[config.mk]
export PLATFORM = sky130hd
export DESIGN_NAME = prim_arbiter_wrr_lock_flat
export DESIGN_NICKNAME = d
export VERILOG_FILES = /design/src/rtl/prim_arbiter_wrr_lock_pkg.sv /design/src/rtl/prim_arbiter_wrr_lock_if.sv /design/src/rtl/prim_arbiter_wrr_lock_rr_pick.sv /design/src/rtl/prim_arbiter_wrr_lock.sv /design/src/flat_wrapper.sv
export SDC_FILE = /design/constraint.sdc
export NUM_CORES = 1
export LEC_CHECK = 0
export BUFFER_PORTS_ARGS = -buffer_cell sky130_fd_sc_hd__buf_2
export CAP_MARGIN = 20
export CORE_MARGIN = 2
export CORE_UTILIZATION = 42
export DETAILED_ROUTE_END_ITERATION = 10
export HOLD_SLACK_MARGIN = 0.05
export PLACE_DENSITY = 0.93
export REMOVE_ABC_BUFFERS = 1
export SLEW_MARGIN = 0
export SYNTH_ARGS = -nofsm -noshare
export SYNTH_HDL_FRONTEND = slang
export SYNTH_SLANG_ARGS = --single-unit
[constraint.sdc]
create_clock -name clk_i -period 10.3 [get_ports clk_i]
set_clock_uncertainty 0.15 [all_clocks]
set_input_delay 1.03 -clock clk_i [delete_from_list [all_inputs] [get_ports clk_i]]
set_output_delay 1.03 -clock clk_i [all_outputs]
set_load 0.05 [all_outputs]
[src/rtl/prim_arbiter_wrr_lock_pkg.sv]
`default_nettype none
// +----------------------------------------------------------------------+
// | prim_arbiter_wrr_pkg                                                 |
// | Shared types for the weighted round-robin packet-locking arbiter.    |
// | Contents: arb_state_e - arbiter lock state (IDLE / LOCKED).          |
// | Revision: 1.0 - initial release                                      |
// +----------------------------------------------------------------------+
package prim_arbiter_wrr_pkg;

  typedef enum logic [0:0] {
    IDLE   = 1'b0,
    LOCKED = 1'b1
  } arb_state_e;

endpackage
`default_nettype wire

[src/rtl/prim_arbiter_wrr_lock_if.sv]
`default_nettype none
// +----------------------------------------------------------------------+
// | prim_arbiter_wrr_lock_if                                             |
// | Bundle of the requester side and downstream side of the arbiter.     |
// | Requester side : req_i[N], data_i[N*DW], last_i[N], weight_i[N*WW],  |
// |                  gnt_o[N]                                            |
// | Downstream side: valid_o, data_o[DW], last_o, idx_o, ready_i         |
// | Modports: slave  - the arbiter itself                                |
// |           master - the environment driving requests / ready          |
// | Revision: 1.0 - initial release                                      |
// +----------------------------------------------------------------------+
interface prim_arbiter_wrr_lock_if #(
  parameter int N  = 4,
  parameter int DW = 32,
  parameter int WW = 4
);
  localparam int IW = (N > 1) ? $clog2(N) : 1;

  logic [N-1:0]    req_i;
  logic [N*DW-1:0] data_i;
  logic [N-1:0]    last_i;
  logic [N*WW-1:0] weight_i;
  logic [N-1:0]    gnt_o;
  logic [IW-1:0]   idx_o;
  logic            valid_o;
  logic [DW-1:0]   data_o;
  logic            last_o;
  logic            ready_i;

  modport slave (
    input  req_i, data_i, last_i, weight_i, ready_i,
    output gnt_o, idx_o, valid_o, data_o, last_o
  );

  modport master (
    output req_i, data_i, last_i, weight_i, ready_i,
    input  gnt_o, idx_o, valid_o, data_o, last_o
  );

endinterface
`default_nettype wire

[src/rtl/prim_arbiter_wrr_lock_rr_pick.sv]
`default_nettype none
// +----------------------------------------------------------------------+
// | prim_rr_pick                                                         |
// | Circular first-one finder: returns the first set bit of req_i        |
// | scanning ptr_i, ptr_i+1, ..., N-1, 0, ...                            |
// | Ports: req_i[N] requests, ptr_i scan start,                          |
// |        found_o any request set, idx_o selected index (< N)           |
// | Revision: 1.0 - initial release                                      |
// +----------------------------------------------------------------------+
module prim_rr_pick #(
  parameter int N = 4
) (
  input  logic [N-1:0]                         req_i,
  input  logic [((N > 1) ? $clog2(N) : 1)-1:0] ptr_i,
  output logic                                 found_o,
  output logic [((N > 1) ? $clog2(N) : 1)-1:0] idx_o
);
  localparam int            IW  = (N > 1) ? $clog2(N) : 1;
  localparam logic [IW:0]   C_N = (IW+1)'(N);

  // Modulo-N add; both operands are < N so one subtraction suffices.
  function automatic logic [IW-1:0] wrap_add(input logic [IW-1:0] a,
                                             input logic [IW-1:0] b);
    logic [IW:0] s;
    s = {1'b0, a} + {1'b0, b};
    if (s >= C_N) s = s - C_N;
    return s[IW-1:0];
  endfunction

  logic [N-1:0]  w_rot;
  logic [IW-1:0] w_off;

  // Rotate so that position 0 of w_rot is the requester at ptr_i.
  always_comb begin
    w_rot = '0;
    for (int i = 0; i < N; i++) begin
      w_rot[i] = req_i[wrap_add(ptr_i, IW'(i))];
    end
  end

  // Lowest set bit of the rotated vector is the nearest requester.
  always_comb begin
    w_off = '0;
    for (int i = N-1; i >= 0; i--) begin
      if (w_rot[i]) w_off = IW'(i);
    end
  end

  assign found_o = |req_i;
  assign idx_o   = wrap_add(ptr_i, w_off);

endmodule
`default_nettype wire

[src/rtl/prim_arbiter_wrr_lock.sv]
`default_nettype none
// +----------------------------------------------------------------------+
// | prim_arbiter_wrr_lock                                                |
// | Weighted round-robin arbiter with packet locking. Shares one         |
// | downstream ready/valid channel between N requesters; a grant is held |
// | from first beat to last beat, and each requester may send up to      |
// | weight packets per turn before priority rotates.                     |
// | Ports: clk_i, rst_i (sync, active high)                              |
// |        bus (slave modport): req/data/last/weight in, gnt out,        |
// |        valid/data/last/idx out, ready in                             |
// | Revision: 1.0 - initial release                                      |
// +----------------------------------------------------------------------+
module prim_arbiter_wrr_lock
  import prim_arbiter_wrr_pkg::*;
#(
  parameter int N  = 4,
  parameter int DW = 32,
  parameter int WW = 4
) (
  input  logic                    clk_i,
  input  logic                    rst_i,
  prim_arbiter_wrr_lock_if.slave  bus
);
  localparam int          IW  = (N > 1) ? $clog2(N) : 1;
  localparam logic [IW:0] C_N = (IW+1)'(N);

  arb_state_e    st_q, st_d;
  logic [IW-1:0] owner_q, owner_d;
  logic [IW-1:0] ptr_q, ptr_d;
  logic [WW-1:0] cnt_q, cnt_d;

  logic          pick_found;
  logic [IW-1:0] pick_idx;
  logic [IW-1:0] sel;
  logic          sel_req;
  logic          sel_last;
  logic [DW-1:0] sel_data;
  logic [WW-1:0] sel_wt;
  logic          valid;
  logic          acc;
  logic [WW:0]   served;
  logic [WW:0]   wt_eff;
  logic [IW:0]   nxt_sum;
  logic [IW-1:0] sel_inc;

  prim_rr_pick #(.N(N)) u_pick (
    .req_i   (bus.req_i),
    .ptr_i   (ptr_q),
    .found_o (pick_found),
    .idx_o   (pick_idx)
  );

  // Selection and per-requester field mux.
  always_comb begin
    sel      = (st_q == LOCKED) ? owner_q : pick_idx;
    sel_req  = 1'b0;
    sel_last = 1'b0;
    sel_data = '0;
    sel_wt   = '0;
    for (int i = 0; i < N; i++) begin
      if (sel == IW'(i)) begin
        sel_req  = bus.req_i[i];
        sel_last = bus.last_i[i];
        sel_data = bus.data_i[i*DW +: DW];
        sel_wt   = bus.weight_i[i*WW +: WW];
      end
    end
    // While locked only the owner counts: an owner bubble gives valid=0.
    valid = (st_q == LOCKED) ? sel_req : pick_found;
    acc   = valid && bus.ready_i;
  end

  // Credit arithmetic evaluated at packet end.
  always_comb begin
    served  = (sel == ptr_q) ? ({1'b0, cnt_q} + 1'b1) : (WW+1)'(1);
    wt_eff  = (sel_wt == '0) ? (WW+1)'(1) : {1'b0, sel_wt};
    nxt_sum = {1'b0, sel} + 1'b1;
    sel_inc = (nxt_sum == C_N) ? '0 : nxt_sum[IW-1:0];
  end

  // State register.
  always_ff @(posedge clk_i) begin
    if (rst_i) begin
      st_q    <= IDLE;
      owner_q <= '0;
      ptr_q   <= '0;
      cnt_q   <= '0;
    end else begin
      st_q    <= st_d;
      owner_q <= owner_d;
      ptr_q   <= ptr_d;
      cnt_q   <= cnt_d;
    end
  end

  // Next-state logic.
  always_comb begin
    st_d    = st_q;
    owner_d = owner_q;
    ptr_d   = ptr_q;
    cnt_d   = cnt_q;
    if (acc) begin
      if (sel_last) begin
        st_d = IDLE;
        // An idle requester skipped over loses its remaining credit,
        // because ptr moves straight to the winner.
        if (served >= wt_eff) begin
          ptr_d = sel_inc;
          cnt_d = '0;
        end else begin
          ptr_d = sel;
          cnt_d = served[WW-1:0];
        end
      end else if (st_q == IDLE) begin
        st_d    = LOCKED;
        owner_d = sel;
      end
    end
  end

  // Outputs.
  always_comb begin
    bus.valid_o = valid;
    bus.data_o  = valid ? sel_data : '0;
    bus.last_o  = valid ? sel_last : 1'b0;
    bus.idx_o   = valid ? sel : '0;
    bus.gnt_o   = acc ? (N'(1) << sel) : '0;
  end

endmodule
`default_nettype wire

[src/flat_wrapper.sv]
// flat-port wrapper written by rule: the top's interface ports become plain ports
module prim_arbiter_wrr_lock_flat import prim_arbiter_wrr_pkg::*;
#(
  parameter int N  = 4,
  parameter int DW = 32,
  parameter int WW = 4
)
  (clk_i, rst_i, bus_req_i, bus_data_i, bus_last_i, bus_weight_i, bus_ready_i, bus_gnt_o, bus_idx_o, bus_valid_o, bus_data_o, bus_last_o);
  prim_arbiter_wrr_lock_if #(.N(N), .DW(DW), .WW(WW)) bus_i ();
  input  logic clk_i;
  input  logic rst_i;
  input wire logic [$bits(bus_i.req_i)-1:0] bus_req_i;
  input wire logic [$bits(bus_i.data_i)-1:0] bus_data_i;
  input wire logic [$bits(bus_i.last_i)-1:0] bus_last_i;
  input wire logic [$bits(bus_i.weight_i)-1:0] bus_weight_i;
  input wire logic [$bits(bus_i.ready_i)-1:0] bus_ready_i;
  output wire logic [$bits(bus_i.gnt_o)-1:0] bus_gnt_o;
  output wire logic [$bits(bus_i.idx_o)-1:0] bus_idx_o;
  output wire logic [$bits(bus_i.valid_o)-1:0] bus_valid_o;
  output wire logic [$bits(bus_i.data_o)-1:0] bus_data_o;
  output wire logic [$bits(bus_i.last_o)-1:0] bus_last_o;
  assign bus_i.req_i = bus_req_i;
  assign bus_i.data_i = bus_data_i;
  assign bus_i.last_i = bus_last_i;
  assign bus_i.weight_i = bus_weight_i;
  assign bus_i.ready_i = bus_ready_i;
  assign bus_gnt_o = bus_i.gnt_o;
  assign bus_idx_o = bus_i.idx_o;
  assign bus_valid_o = bus_i.valid_o;
  assign bus_data_o = bus_i.data_o;
  assign bus_last_o = bus_i.last_o;
  prim_arbiter_wrr_lock #(.N(N), .DW(DW), .WW(WW)) u_core (.clk_i(clk_i), .rst_i(rst_i), .bus(bus_i));
endmodule
# After elaboration in Yosys (flattened, before gate mapping)

Index checks and enable logic that the tools add are counted.

Order comparisons: 10
$add $sub $neg: 11
Bitwise logic cells: 2
Equality and inequality tests: 5
Reductions and logical operators: 6
Mux-type cells: 45
Shift operators: 1

Operators with widths:

| cell                | count |
|---|---|
| $mux 32             | 5 |
| $mux 4              | 7 |
| $mux 2              | 13 |
| $mux 1              | 15 |
| $ge 3x3->1 const B  | 4 |
| $lt 2x3->1 const B  | 4 |
| $sub 2x1->2 const B | 5 |
| $bmux 1 s2          | 4 |
| $add 2x1->3 const B | 2 |
| $add 2x2->3 const B | 2 |
| $add 4x1->5 const B | 1 |
| $ge 5x5->1          | 1 |
| $mux 5              | 1 |
| $eq 2x2->1 const B  | 2 |
| $logic_not 4->1     | 1 |
| $reduce_or 4->1     | 1 |
| $shl 1x2->4 const A | 1 |
| $add 2x2->3         | 1 |
| $eq 3x3->1 const B  | 1 |
| $ge 2x3->1 const B  | 1 |
| $reduce_and 3->1    | 1 |
| $eq 2x1->1 const B  | 1 |
| $eq 2x2->1          | 1 |
| $logic_not 2->1     | 1 |
| other kinds (3)     | 4 |

Input port bits: 155
Register bits after elaboration: 9
Output and inout port bits: 40

# Logic depth before layout (Yosys ltp)

Word-level depth: 22
Depth in mapped cells: 24

# Modules after synthesis

Synthesis repeated with hierarchy kept, for this count alone.

Cell total of the unflattened synthesis: 337
Area, all modules: 2,178.3 µm²

By module, submodules not included:

| module                | instances | area an instance (µm²) | cells each |
|---|---|---|---|
| prim_arbiter_wrr_lock | 1         | 1,996.9                | 310 |
| prim_rr_pick          | 1         | 181.4                  | 27 |

# Least setup slack after synthesis

No wires, ideal clock.

Path type: in2out
Start: input bus_req_i[2]
End: output bus_data_o[0]
Path buffers: 4
Data required time: 9.120 ns
Slack: 4.419 ns
Stages on the path: 12
Arrival time: 4.701 ns
Cells stage by stage: buf_4 > or4_1 > o2111ai_1 > ha_1 > xnor2_1 > mux2i_1 > ha_1 > clkbuf_1 > clkbuf_1 > buf_1 > a21oi_1 > a211oi_1

Word-level cells in the longest chain between the ends: 17

Ends and longest elaborated chain:

| item                                      | RTL line                            | text |
|---|---|---|
| from (decl)                               | flat_wrapper.sv:12                  | `input wire logic [$bits(bus_i.req_i)-1:0] bus_req_i;` |
| $bmux 1 s2                                | prim_arbiter_wrr_lock_rr_pick.sv:37 | `w_rot[i] = req_i[wrap_add(ptr_i, IW'(i))];` |
| $mux 1 (not written as such)              | prim_arbiter_wrr_lock_rr_pick.sv:37 |  |
| $mux 2 (4 in series)                      | prim_arbiter_wrr_lock_rr_pick.sv:45 | `if (w_rot[i]) w_off = IW'(i);` |
| $add 2x2->3                               | prim_arbiter_wrr_lock_rr_pick.sv:25 | `s = {1'b0, a} + {1'b0, b};` |
| $ge 3x3->1 or $sub 2x1->2 (tied branches) | prim_arbiter_wrr_lock_rr_pick.sv:26 | `if (s >= C_N) s = s - C_N;` |
| $mux 2                                    | prim_arbiter_wrr_lock_rr_pick.sv:26 |  |
| $mux 2                                    | prim_arbiter_wrr_lock.sv:55         | `sel = (st_q == LOCKED) ? owner_q : pick_idx;` |
| $logic_not 2->1                           | prim_arbiter_wrr_lock.sv:61         | `if (sel == IW'(i)) begin` |
| $mux 1 (4 in series)                      | prim_arbiter_wrr_lock.sv:61         |  |
| $mux 1                                    | prim_arbiter_wrr_lock.sv:69         | `valid = (st_q == LOCKED) ? sel_req : pick_found;` |
| $mux 32 *                                 | prim_arbiter_wrr_lock.sv:124        | `bus.data_o = valid ? sel_data : '0;` |
| to (decl)                                 | flat_wrapper.sv:20                  | `output wire logic [$bits(bus_i.data_o)-1:0] bus_data_o;` |

Mark *: on every way between the ends. The rest lies on a longest branch, timed or not. The select of a mux whose other input is x is not followed.

# Worst setup path in the final report

Start: input bus_req_i[3]
End: output bus_data_o[24]

Word-level cells in the longest chain between the ends: 17

Ends and longest elaborated chain:

| item                                      | RTL line                            | text |
|---|---|---|
| $bmux 1 s2                                | prim_arbiter_wrr_lock_rr_pick.sv:37 |  |
| $mux 1 (not written as such)              | prim_arbiter_wrr_lock_rr_pick.sv:37 |  |
| $mux 2 (3 in series)                      | prim_arbiter_wrr_lock_rr_pick.sv:45 |  |
| $mux 2 *                                  | prim_arbiter_wrr_lock_rr_pick.sv:45 |  |
| $add 2x2->3 *                             | prim_arbiter_wrr_lock_rr_pick.sv:25 |  |
| $ge 3x3->1 or $sub 2x1->2 (tied branches) | prim_arbiter_wrr_lock_rr_pick.sv:26 |  |
| $mux 2 *                                  | prim_arbiter_wrr_lock_rr_pick.sv:26 |  |
| $mux 2 *                                  | prim_arbiter_wrr_lock.sv:55         |  |
| via u_core.sel[1]                         | prim_arbiter_wrr_lock.sv:34         | `logic [IW-1:0] sel;` |
| $logic_not 2->1                           | prim_arbiter_wrr_lock.sv:61         |  |
| $mux 1 (4 in series)                      | prim_arbiter_wrr_lock.sv:61         |  |
| $mux 1                                    | prim_arbiter_wrr_lock.sv:69         |  |
| $mux 32 *                                 | prim_arbiter_wrr_lock.sv:124        |  |

The timed path passes the listed nets; every way through them passes the cells marked *. The select of a mux whose other input is x is not followed.

==> out/qor.yml <==
rsz0062_at_grt: "false"
ctsHoldBuffers: 0
htreeDepth: 1
grt_start_max_net_pins: 51
yosysWarnings: 0
cp-start-kind: "input port"
first_iter_violations: 399
critPathMaxFanout: 33
clkSinkCount: 9
clock_latency_ps: 240
hold_class: "flop to flop"
crit_type: "input port to primary output"
r2r_start: "u_core.ptr_q[0]$_SDFFE_PP0P_"
cp.required_ps: 9120
worstRegToRegCells: 20
routedWlPerCell_um: 15.84
worstHoldStart: "u_core.cnt_q[1]$_SDFFE_PP0P_"
ys_seq_area_share_pct: 8.076
synth_area_mm2: 0.002231
timing.rr.end: "u_core.ptr_q[1]$_SDFFE_PP0P_"
clock.fmax_mhz: 152.2
drcViolationCount: 0
slew_headroom_pct: 31.84
finalWirelength_mm: 9.504
diodes: 0
crit_start: "bus_req_i[3]"
dp_slack_ps: 3371
area_delta_synth_final_pct: 45.71
holdPathStages: 1
status: "completed"
cts_tree: "built"
cts_root_buffer: "clkbuf_8"
whs_ps: 348.0
cts_made_buffers: 3
post-cts-setup-buffers: 0
setup_viol: 0
dp_hpwl_mm: 7.271
drive_gt1_share_pct: 41.13
die_w_um: 76.88
final.period_utilization_pct: 63.80
period_needed_ps: 6572
synth_flop_cell: "dfxtp_1"
fp.dieH_um: 76.88
die-area_mm2: 0.005911
cp_data_arrival_time_ps: 5390
antenna_found_initial: 0
grt.total_usage_pct: 30.51
min_to: "u_core.cnt_q[1]$_SDFFE_PP0P_"
port-buffer-count: 194
synth_cell_types: 52
worst_slack_ps: 3728
synth_seq_cells: 9
synth_edf_count: 0
viasPerCell: 5.888
final.fill_count: 468
num_rows: 26
dr.pass1.iters: 7
grt_pass1_wl_mm: 15.19
grt_pass1_vias: 3363
core-area_mm2: 0.005107
tightestPinTransition_ps: 1021
path_clk_slew_ps: 50
gp_congestion: 0.9015
endpoint_kind: "primary output"
cap_violations: 0
grt-ovfl-total: 0
cts-resized-gates: 0
maxSlewViolCount: 0
cts_buffer_depth: 2
hold_viol_final: 0
netlist_instances: 361
r2r_slack_ps: 4850
finalNetCount: 696
syn_avg_cell_area_um2: 6.180
async_flop_share_pct: 0
postRouteAntennaNets: 0
vias: 3533
tns_ps: 0
ioPinCount: 195
start_util_pct: 43.68
==> state kept, by name (all words and copies together), names as in the netlist <==
name and flops:
u_core.cnt_q 4, u_core.st_q 1, u_core.owner_q 2, u_core.ptr_q 2
==> layout by cell type (no fill, tap or decap), types with 3 or more instances in the layout <==
master and instances:
a32o_1 5, mux2i_1 4, nand2_1 53, and2_1 5, inv_1 9, nor3_1 3
dfxtp_1 9, nor2b_1 3, clkbuf_8 3, nand3_1 3, buf_4 4, a211oi_1 33
a21oi_1 48, ha_1 9, buf_2 194, nor2_1 46, nand3b_1 5, xor2_1 4
o211ai_1 3, nor2_2 3, o21ai_0 6, and3_1 4, o22ai_1 34
==> worst max-delay path, cell delays in order <==
cell and delay [ps]:
buf_2 210, nor2_1 80, or4_1 390, o2111ai_1 100, ha_1 270, xnor2_1 170
mux2i_1 190, inv_1 140, ha_1 530, inv_1 610, nand2_1 450, buf_16 220
o22ai_1 110, a211oi_1 500, buf_2 360
==> metrics by stage <==
step | instances | util (%) | cell area, um^2
floorplan | 327 | - | 2076
global placement | 595 | 62.22 | 3178
finish | 600 | 63.65 | 3251
global route | 600 | 63.65 | 3251
detailed placement | 595 | 62.22 | 3178
CTS | 599 | 63.11 | 3223
==> final cells by class <==
type | count | area, um^2 | area share (%)
repair buffers | 199 | 1028 | 31.64
clock buffers | 4 | 45.04 | 1.386
flip-flops and latches | 9 | 180.2 | 5.543
multi-input cells | 307 | 1868 | 57.47
inverters | 11 | 41.29 | 1.270
well taps | 70 | 87.58 | 2.694
==> worst max-delay path by stage <==
stage	end	cells after the start	slack (ps)
2_1_floorplan	bus_gnt_o[0]	10	3220
3_3_place_gp	bus_data_o[24]	13	3640
3_5_place_dp	bus_data_o[24]	14	3370
4_1_cts	bus_data_o[24]	14	3370
5_1_grt	bus_data_o[24]	17	3490
6_report	bus_data_o[24]	15	3730
==> cells by family after synthesis <==
family / share of synthesized area (%)
flops: 8.076
buf+inv: 8.805
mux: 1.795
simple gates: 28.77
xor+xnor: 1.963
compound gates: 44.98
fa+ha+maj: 5.609
==> synth_stat cells, types with 2 or more instances <==
cell type | count | area share, %
nand2b_1 | 2 | 0.56
nand2_1 | 53 | 8.9
and3_1 | 4 | 1.1
or2_1 | 2 | 0.56
o211ai_1 | 3 | 1.0
dfxtp_1 | 9 | 8.1
nand3_1 | 3 | 0.67
nor4_1 | 2 | 0.56
inv_1 | 9 | 1.5
a31o_1 | 2 | 0.79
and2_1 | 5 | 1.4
o21ai_0 | 6 | 1.3
nor2_2 | 2 | 0.56
a31oi_1 | 2 | 0.56
xor2_1 | 4 | 1.6
or4_1 | 2 | 0.67
clkbuf_1 | 21 | 3.5
a22o_1 | 2 | 0.79
nand3b_1 | 5 | 1.7
a32o_1 | 5 | 2.2
mux2i_1 | 4 | 1.8
o22ai_1 | 34 | 9.5
a22oi_1 | 2 | 0.67
buf_1 | 8 | 1.3
nor3_1 | 3 | 0.67
buf_6 | 3 | 1.5
nor2_1 | 47 | 7.9
nor2b_1 | 3 | 0.84
a21oi_1 | 48 | 11
inv_2 | 2 | 0.34
ha_1 | 10 | 5.6
a211oi_1 | 33 | 11
o32ai_2 | 2 | 1.5
==> metal layers <==
layer	wire (um)	global-route usage, %	share of wire [%]
met1	3676	38.00	39
met2	4472	50.35	47
met3	1201	9.529	13
met4	154	8.727	1.6
met5	0	0	0
Power is left out: the tool's default activity adds up to more than one toggle a clock period on the data nets, which glitch-free logic cannot reach.
